## src/rtl/sysregs_prot_if.sv

```systemverilog
// NORA slave-bus bundle for the system-register block at CPU $9F50.
// The master drives address, write data, strobes and select.
// The slave returns combinational read data.
interface sysregs_prot_if #(
    parameter int unsigned ADDR_W = 5
) ();
    logic [ADDR_W-1:0] slv_addr_i;
    logic [7:0]        slv_datawr_i;
    logic              slv_datawr_valid;
    logic              slv_req_i;
    logic              slv_rwn_i;
    logic [7:0]        slv_datard_o;

    modport master (
        output slv_addr_i, slv_datawr_i, slv_datawr_valid, slv_req_i, slv_rwn_i,
        input  slv_datard_o
    );

    modport slave (
        input  slv_addr_i, slv_datawr_i, slv_datawr_valid, slv_req_i, slv_rwn_i,
        output slv_datard_o
    );
endinterface

```

## src/rtl/sysregs_prot.sv

```systemverilog
// sysregs_prot: the NORA system-register block.
// It provides generic R/W control registers, an UNLOCK key register and a STATUS register.
// It also provides pass-through peripheral windows.
// Selected registers are write-protected behind an A5/5A unlock sequence.
// The unlock times out after UNLOCK_TMO cycles.
// Optional feature macro: SYSREGS_IRQ_EN. It adds the STATUS.ien bit and a registered irq_o.
module sysregs_prot #(
    parameter int unsigned        ADDR_W     = 5,
    parameter int unsigned        NREGS      = 4,
    parameter logic [8*NREGS-1:0] REG_RST    = '0,
    parameter logic [NREGS-1:0]   PROT_MASK  = '0,
    parameter int unsigned        NPER       = 3,
    parameter int unsigned        PER_BASE   = 5,
    parameter int unsigned        UNLOCK_TMO = 255
) (
    input  logic                 clk,
    input  logic                 resetn,
    sysregs_prot_if.slave        slv,
    output logic [8*NREGS-1:0]   regs_o,
    input  logic [8*NPER-1:0]    per_d_i,
    output logic [7:0]           per_d_o,
    output logic [NPER-1:0]      per_cs_o,
    output logic                 per_wr_o,
    output logic                 per_rd_o,
    output logic                 locked_o,
    output logic                 irq_o
);
    typedef enum logic [1:0] {ST_LOCKED, ST_KEY1, ST_UNLOCKED} state_t;

    localparam logic [ADDR_W-1:0] UNLOCK_OFS = ADDR_W'(NREGS);
    localparam logic [ADDR_W-1:0] STATUS_OFS = ADDR_W'(NREGS + 1);
    localparam logic [7:0]        KEY_A      = 8'hA5;
    localparam logic [7:0]        KEY_B      = 8'h5A;
    localparam logic [15:0]       TMO_LOAD   = 16'(UNLOCK_TMO);

    state_t              state_q, state_d;
    logic [15:0]         timer_q, timer_d;
    logic [8*NREGS-1:0]  regs_q, regs_d;
    logic                viol_q, viol_d;
    logic                ien;

    logic                commit;
    logic                wr_unlock;
    logic                wr_status;
    logic                prot_wr;
    logic [NREGS-1:0]    reg_hit;
    logic [NPER-1:0]     per_hit;
    logic                st_key1;
    logic                st_unlocked;
    logic [7:0]          status;
    logic [7:0]          rd_data;

    assign commit    = slv.slv_req_i & ~slv.slv_rwn_i & slv.slv_datawr_valid;
    assign wr_unlock = commit & (slv.slv_addr_i == UNLOCK_OFS);
    assign wr_status = commit & (slv.slv_addr_i == STATUS_OFS);
    assign prot_wr   = commit & |(reg_hit & PROT_MASK);

    // Address decode for the generic registers and the peripheral windows.
    always_comb begin
        reg_hit = '0;
        per_hit = '0;
        for (int unsigned i = 0; i < NREGS; i++)
            reg_hit[i] = (slv.slv_addr_i == ADDR_W'(i));
        for (int unsigned i = 0; i < NPER; i++)
            per_hit[i] = (slv.slv_addr_i == ADDR_W'(PER_BASE + i));
    end

    // State register for the unlock FSM and its lifetime timer.
    always_ff @(posedge clk) begin
        if (!resetn) begin
            state_q <= ST_LOCKED;
            timer_q <= '0;
        end else begin
            state_q <= state_d;
            timer_q <= timer_d;
        end
    end

    // Next-state logic: UNLOCK key writes override timeout.
    // A protected write consumes the unlock.
    always_comb begin
        state_d = state_q;
        timer_d = timer_q;
        if (state_q == ST_UNLOCKED) begin
            if (timer_q == 16'd1) begin
                state_d = ST_LOCKED;
                timer_d = '0;
            end else begin
                timer_d = timer_q - 16'd1;
            end
        end
        if (wr_unlock) begin
            if (slv.slv_datawr_i == KEY_A) begin
                state_d = ST_KEY1;
                timer_d = '0;
            end else if (state_q == ST_KEY1 && slv.slv_datawr_i == KEY_B) begin
                state_d = ST_UNLOCKED;
                timer_d = TMO_LOAD;
            end else begin
                state_d = ST_LOCKED;
                timer_d = '0;
            end
        end else if (prot_wr && state_q == ST_UNLOCKED) begin
            state_d = ST_LOCKED;
            timer_d = '0;
        end
    end

    // FSM-derived outputs and status bits.
    always_comb begin
        locked_o    = (state_q != ST_UNLOCKED);
        st_key1     = (state_q == ST_KEY1);
        st_unlocked = (state_q == ST_UNLOCKED);
    end

    // Register file and violation flag.
    always_ff @(posedge clk) begin
        if (!resetn) begin
            regs_q <= REG_RST;
            viol_q <= 1'b0;
        end else begin
            regs_q <= regs_d;
            viol_q <= viol_d;
        end
    end

    // Register writes.
    // While locked, a protected write is dropped and sets the violation flag.
    always_comb begin
        regs_d = regs_q;
        viol_d = viol_q;
        for (int unsigned i = 0; i < NREGS; i++) begin
            if (commit && reg_hit[i]) begin
                if (!PROT_MASK[i] || state_q == ST_UNLOCKED)
                    regs_d[8*i +: 8] = slv.slv_datawr_i;
                else
                    viol_d = 1'b1;
            end
        end
        if (wr_status && slv.slv_datawr_i[2])
            viol_d = 1'b0;
    end

`ifdef SYSREGS_IRQ_EN
    logic ien_q, ien_d;
    logic irq_q, irq_d;

    // Interrupt enable and registered interrupt output.
    always_ff @(posedge clk) begin
        if (!resetn) begin
            ien_q <= 1'b0;
            irq_q <= 1'b0;
        end else begin
            ien_q <= ien_d;
            irq_q <= irq_d;
        end
    end

    // ien follows STATUS bit7 writes.
    // irq follows viol & ien one cycle later.
    always_comb begin
        ien_d = ien_q;
        if (wr_status)
            ien_d = slv.slv_datawr_i[7];
        irq_d = viol_q & ien_q;
    end

    assign ien   = ien_q;
    assign irq_o = irq_q;
`else
    assign ien   = 1'b0;
    assign irq_o = 1'b0;
`endif

    // Read mux and peripheral pass-through.
    always_comb begin
        status  = {ien, 4'b0000, viol_q, st_key1, st_unlocked};
        rd_data = '0;
        for (int unsigned i = 0; i < NREGS; i++)
            if (reg_hit[i]) rd_data = regs_q[8*i +: 8];
        if (slv.slv_addr_i == STATUS_OFS)
            rd_data = status;
        for (int unsigned i = 0; i < NPER; i++)
            if (per_hit[i]) rd_data = per_d_i[8*i +: 8];
        per_cs_o = per_hit & {NPER{slv.slv_req_i}};
        per_wr_o = |per_cs_o & ~slv.slv_rwn_i & slv.slv_datawr_valid;
        per_rd_o = |per_cs_o & slv.slv_rwn_i & slv.slv_datawr_valid;
    end

    assign slv.slv_datard_o = rd_data;
    assign per_d_o          = slv.slv_datawr_i;
    assign regs_o           = regs_q;
endmodule

```

## src/flat_wrapper.sv

```systemverilog
// flat-port wrapper written by rule: the top's interface ports become plain ports
module sysregs_prot_flat 
#(
    parameter int unsigned        ADDR_W     = 5,
    parameter int unsigned        NREGS      = 4,
    parameter logic [8*NREGS-1:0] REG_RST    = '0,
    parameter logic [NREGS-1:0]   PROT_MASK  = '0,
    parameter int unsigned        NPER       = 3,
    parameter int unsigned        PER_BASE   = 5,
    parameter int unsigned        UNLOCK_TMO = 255
)
  (clk, resetn, regs_o, per_d_i, per_d_o, per_cs_o, per_wr_o, per_rd_o, locked_o, irq_o, slv_slv_addr_i, slv_slv_datawr_i, slv_slv_datawr_valid, slv_slv_req_i, slv_slv_rwn_i, slv_slv_datard_o);
  sysregs_prot_if #(.ADDR_W(ADDR_W)) slv_i ();
  input  logic clk;
  input  logic resetn;
  output logic [8*NREGS-1:0] regs_o;
  input  logic [8*NPER-1:0] per_d_i;
  output logic [7:0] per_d_o;
  output logic [NPER-1:0] per_cs_o;
  output logic per_wr_o;
  output logic per_rd_o;
  output logic locked_o;
  output logic irq_o;
  input wire logic [$bits(slv_i.slv_addr_i)-1:0] slv_slv_addr_i;
  input wire logic [$bits(slv_i.slv_datawr_i)-1:0] slv_slv_datawr_i;
  input wire logic [$bits(slv_i.slv_datawr_valid)-1:0] slv_slv_datawr_valid;
  input wire logic [$bits(slv_i.slv_req_i)-1:0] slv_slv_req_i;
  input wire logic [$bits(slv_i.slv_rwn_i)-1:0] slv_slv_rwn_i;
  output wire logic [$bits(slv_i.slv_datard_o)-1:0] slv_slv_datard_o;
  assign slv_i.slv_addr_i = slv_slv_addr_i;
  assign slv_i.slv_datawr_i = slv_slv_datawr_i;
  assign slv_i.slv_datawr_valid = slv_slv_datawr_valid;
  assign slv_i.slv_req_i = slv_slv_req_i;
  assign slv_i.slv_rwn_i = slv_slv_rwn_i;
  assign slv_slv_datard_o = slv_i.slv_datard_o;
  sysregs_prot #(.ADDR_W(ADDR_W), .NREGS(NREGS), .REG_RST(REG_RST), .PROT_MASK(PROT_MASK), .NPER(NPER), .PER_BASE(PER_BASE), .UNLOCK_TMO(UNLOCK_TMO)) u_core (.clk(clk), .resetn(resetn), .slv(slv_i), .regs_o(regs_o), .per_d_i(per_d_i), .per_d_o(per_d_o), .per_cs_o(per_cs_o), .per_wr_o(per_wr_o), .per_rd_o(per_rd_o), .locked_o(locked_o), .irq_o(irq_o));
endmodule
```

## config.mk

```make
export PLATFORM = sky130hd
export DESIGN_NAME = sysregs_prot_flat
export DESIGN_NICKNAME = d
export VERILOG_FILES = /design/src/rtl/sysregs_prot_if.sv /design/src/rtl/sysregs_prot.sv /design/src/flat_wrapper.sv
export SDC_FILE = /design/constraint.sdc
export NUM_CORES = 1
export LEC_CHECK = 0
export BUFFER_PORTS_ARGS = -buffer_cell sky130_fd_sc_hd__buf_4
export CAP_MARGIN = 20
export CORE_MARGIN = 2
export CORE_UTILIZATION = 50
export DETAILED_ROUTE_END_ITERATION = 12
export PLACE_DENSITY_LB_ADDON = 0.08
export REMOVE_ABC_BUFFERS = 1
export SETUP_SLACK_MARGIN = 0.1
export SYNTH_ARGS = -nofsm -noshare
export SYNTH_HDL_FRONTEND = slang
export SYNTH_SLANG_ARGS = --single-unit
```

## constraint.sdc

```tcl
create_clock -name clk -period 2.41 [get_ports clk]
set_clock_uncertainty 0.1 [all_clocks]
set_input_delay 0.482 -clock clk [delete_from_list [all_inputs] [get_ports clk]]
set_output_delay 0.482 -clock clk [all_outputs]
set_load 0.02 [all_outputs]
```

* After elaboration in Yosys (flattened, before gate mapping)
Cells that the tools add are included.
Cells by class: add/subtract/negate cells 1, equality and inequality tests 13, mux-type cells 17, bitwise operators 9, reductions and logical operators 10
Operators by type and width (count):
- $mux W16 | 4
- $mux W8 | 8
- $eq A5 B3 Y1 const B | 4
- $eq A16 B1 Y1 const B | 1
- $sub A16 B1 Y16 const B | 1
- $eq A5 B2 Y1 const B | 2
- $mux W2 | 5
- $eq A8 B7 Y1 const B | 1
- $eq A8 B8 Y1 const B | 1
- $and A1 B1 Y1 | 7
- $eq A5 B1 Y1 const B | 1
- $logic_and A1 B1 Y1 | 5
- $logic_not A5 Y1 | 1
- $reduce_bool A2 Y1 | 2
- $and A3 B3 Y3 | 1
- $reduce_or A3 Y1 | 1
- $eq A2 B1 Y1 const B | 1
- $eq A2 B2 Y1 const B | 1
- $ne A2 B2 Y1 const B | 1
- $reduce_and A2 Y1 | 1
- $not A1 Y1 | 1
Word-level totals: register bits 50, input bits 42, output and inout bits 55, word-level logic and storage cells 56

* Longest topological paths before layout
word-level depth 8, depth in mapped cells 8, gate-level depth less buffers 7

* Worst setup path after synthesis
No wires, ideal clock.
path kind input to output, start point input slv_slv_addr_i[2], end point output slv_slv_datard_o[0], arrival time 1.804 ns, required time 1.828 ns, slack 0.024 ns, stages 6, path buffers 2, cell sequence buf_6 nor3_2 and3_1 clkbuf_1 a221oi_1 a21oi_1
Between the ends: word-level cells in the longest chain between the ends 8, elaborated cells on any way between the ends 14, classes of those cells 6 x eq/ne; 7 x mux; 1 x reduce/logical
RTL lines:
- start: declaration | RTL line flat_wrapper.sv:24 | input wire logic [$bits(slv_i.slv_addr_i)-1:0] slv_slv_addr_i;
- $logic_not A5 Y1 | RTL line sysregs_prot.sv:63 | reg_hit[i] = (slv.slv_addr_i == ADDR_W'(i));
- $mux W8 (4 in series) | RTL line sysregs_prot.sv:180 | if (reg_hit[i]) rd_data = regs_q[8*i +: 8];
- $mux W8 (2 in series) | RTL line sysregs_prot.sv:184 | if (per_hit[i]) rd_data = per_d_i[8*i +: 8];
- $mux W8 (*) | RTL line sysregs_prot.sv:184
- end: declaration | RTL line flat_wrapper.sv:29 | output wire logic [$bits(slv_i.slv_datard_o)-1:0] slv_slv_datard_o;
Every way passes the cells marked *; elsewhere a longest branch is shown, timed or not.

* Worst setup path in the final report
start point input slv_slv_addr_i[4], end point output slv_slv_datard_o[1]
Same word-level chain as after synthesis.

==> flow_metrics.env <==
export IMPL_numCtsBuffers=5
export IMPL_power_leakage_uw=0.00162
export IMPL_grt_ovfl_total=0
export IMPL_die_area_mm2=0.00626
export IMPL_cp_data_arrival_time_ps=1660
export IMPL_power_density_mw_per_mm2=422
export IMPL_dieWidth_um=79.1
export IMPL_synth_edf_count=0
export IMPL_fillers=470
export IMPL_synth_area_mm2=0.00282
export IMPL_reg2reg_depth=5
export IMPL_grt_pass1_vias=2727
export IMPL_drc=0
export IMPL_fin_crit_sh=0.931
export IMPL_finalNonFillerCells=504
export IMPL_grt_max_degree=41
export IMPL_cts_max_level=2
export IMPL_drtIter0Drc=157
export IMPL_area_growth_pct=31.3
export IMPL_drt_antenna_violating_nets=0
export IMPL_die_h_um=79.1
export IMPL_rsz0062_at_grt="false"
export IMPL_synthCells=340
export IMPL_async_reset_ff_frac=0
export IMPL_critical_path_max_fanout=9
export IMPL_setup_worst_path_end_class="output port"
export IMPL_cts_buffer_depth=2
export IMPL_dp_cells=496
export IMPL_multi_input_area_mm2=0.00166
export IMPL_synth_top_area_share=0.355
export IMPL_synth_top_area_cell="dfxtp_1"
export IMPL_synthTopCellsByArea="dfxtp_1 (35%), mux2i_1 (15%), nor2_1 (6.7%)"
export IMPL_power_switching_uw=409
export IMPL_synth_distinct_cells=50
export IMPL_hold_viol_final=0
export IMPL_whs_endpoint="u_core.regs_o[12]"
export IMPL_cts_sinks=50
export IMPL_ys_warnings_count=0
export IMPL_setup_viol=0
export IMPL_avgRoutedWirePerCell_um=16.4
export IMPL_yosysSeqAreaShare=0.355
export IMPL_crit_type="primary input to output port"
export IMPL_nets=475
export IMPL_power_internal_uw=1150
export IMPL_maxSlewViolCount=0
export IMPL_drive_above_1_share=0.317
export IMPL_clk_pin_slew_ps=110
export IMPL_hpwl_mm=6.21
export IMPL_initial_core_util=0.516
export IMPL_clock_latency_ps=320
export IMPL_cts_tree="built"
export IMPL_tightest_slew_ps=577
export IMPL_vias_per_cell=5.85
export IMPL_fmax_mhz=446
export IMPL_antenna_found_initial=0
export IMPL_ys_seq_elements=50
export IMPL_coreArea_mm2=0.00547
export IMPL_timing_rr_start="u_core.timer_q[12]"
export IMPL_worstReg2RegEnd="u_core.timer_q[10]"
export IMPL_hold_path_depth=3
export IMPL_syn_avg_cell_area_um2=8.30
export IMPL_dr_pass1_iters=5
export IMPL_crit_required_ps=1830
export IMPL_outcome="complete, no violations"
export IMPL_io_pins=97
export IMPL_pwr_share_comb=0.127
export IMPL_drv_cap=0
export IMPL_root_buffer="clkbuf_8"
export IMPL_min_delay_start="slv_slv_datawr_i[4]"
export IMPL_grt_pass1_wl_mm=13.3
export IMPL_rows=27
export IMPL_vias=2950
export IMPL_reg2reg_slack_ps=360
export IMPL_startpoint_type="primary input"
export IMPL_hp_class="primary input to flop"
export IMPL_port_buffers=95
export IMPL_irDropWorstVdd_mv=0.358
export IMPL_relSlewSlack=0.612
export IMPL_swShare=0.262
export IMPL_gp_congestion=0.915
export IMPL_wl_mm=8.28
export IMPL_synth_flop_cell="dfxtp_1"
export IMPL_utilization=0.677
export IMPL_track_usage=0.267
export IMPL_p_clk_frac=0.344
export IMPL_seqPwrFrac=0.530
export IMPL_regArea_mm2=0.00100
export IMPL_period_minus_slack_ps=2240
export IMPL_cts_hold_buffers=0
export IMPL_antenna_cells=0
how the worst max path moves through the flow:
stage,startpoint,end
2_1_floorplan,slv_slv_rwn_i,u_core.regs_o[10]
3_3_place_gp,slv_slv_addr_i[1],slv_slv_datard_o[1]
3_5_place_dp,slv_slv_addr_i[1],slv_slv_datard_o[7]
4_1_cts,slv_slv_addr_i[0],slv_slv_datard_o[6]
5_1_grt,slv_slv_addr_i[4],slv_slv_datard_o[3]
6_report,slv_slv_addr_i[4],slv_slv_datard_o[1]
flip-flops by register name, indices dropped and copies added, names as in the netlist:
signal          count
u_core.state_q      2
u_core.regs_o      32
u_core.timer_q     16
metrics by stage:
step	total power, µW	setup slack (ps)	hold slack, ps	TNS, ps	area, µm²
floorplan	905	-197	350	-3020	2660
global placement	1040	103	366	0	3580
detailed placement	1040	80.4	369	0	3580
CTS	1570	119	355	0	3680
global route	1620	89.0	371	0	3700
finish	1560	166	367	0	3700
Yosys cell counts (2+ instances only):
cell and n:
nand4_1 2, clkbuf_1 11, mux2i_1 42, o31ai_1 2, inv_1 4, nand3b_1 3
a31oi_1 4, ha_1 2, nand3_1 11, o211ai_1 2, a21oi_1 22, buf_6 2
nor2_1 50, or3_1 4, buf_2 2, buf_4 12, dfxtp_1 50, o21a_1 2
nor4_1 10, o22ai_1 9, nor4bb_1 2, nor2b_1 2, and2_1 2, nor3_2 2
nand2_1 31, a21o_1 2, nor4b_1 2, a221oi_1 8, nor3_1 2, o21ai_0 17
nor3b_1 3, and3_1 3
power groups by stage:
| stage | clock (µW) | sequential (µW) | combinational (µW) |
|---|---|---|---|
| 6_report | 538 | 828 | 198 |
| 5_1_grt | 579 | 829 | 212 |
| 4_1_cts | 550 | 828 | 195 |
| 3_5_place_dp | 0 | 848 | 194 |
| 3_3_place_gp | 0 | 848 | 191 |
| 2_1_floorplan | 0 | 849 | 56.7 |
worst max-delay path, cell delays in order:
cell	delay, ps
buf_4	130
nor2_1	220
and3_1	230
buf_4	190
a221oi_1	70
a21oi_1	170
buf_4	160
what timing repair did:
item / CTS / global route
endpoints found under the setup margin: 3 / 8
gates cloned: 0 / 0
buffers inserted: 0 / 0
gates resized for setup: 1 / 6
per-layer routing:
layer	global-route usage	vias to the layer above	wire length, µm
li1	-	1416	-
met1	0.350	1398	3710
met2	0.436	122	3870
met3	0.0591	14	578
met4	0.0879	0	131
met5	0	-	0
cells by family (layout without fill, tap and decap cells):
family                   Yosys count  count (layout)  synth area share
buffers and inverters             32             124            0.0647
flip-flops                        50              50             0.355
other                              1               1           0.00133
adder cells (fa/ha/maj)            2               2           0.00887
multiplexers                      43              43             0.153
AO/OA/AOI/OAI                     70              70             0.150
AND/OR/NAND/NOR                  141             141             0.264
XOR/XNOR                           1               1           0.00310
cell type report:
type / count / area share
multi-input combinational: 258 / 0.449
sequential: 50 / 0.270
timing repair buffer: 111 / 0.225
tap: 72 / 0.0243
clock buffer: 6 / 0.0223
inverter: 5 / 0.00507
clock inverter: 2 / 0.00439
placed cells by master, fill, tap and decap left out, drive strengths merged, types with 2 or more instances in the layout:
cell    synthesis  layout
or3             5       5
inv             4       5
and2            2       2
ha              2       2
o21ai          17      17
a221oi          8       8
nor4bb          2       2
nor3b           3       3
nand3b          3       3
nand2          32      32
a21oi          22      22
clkbuf         11       6
nor3            5       5
a21o            2       2
nor2b           2       2
dfxtp          50      50
a31oi           4       4
nand4           2       2
nor4b           3       3
o21a            2       2
o31ai           2       2
o22ai           9       9
nor2           51      51
nand3          11      11
nor4           10      10
and3            4       4
o211ai          2       2
buf            16     111
or4             2       2
mux2i          42      42
Note: power is estimated with default switching activity, not from simulation.
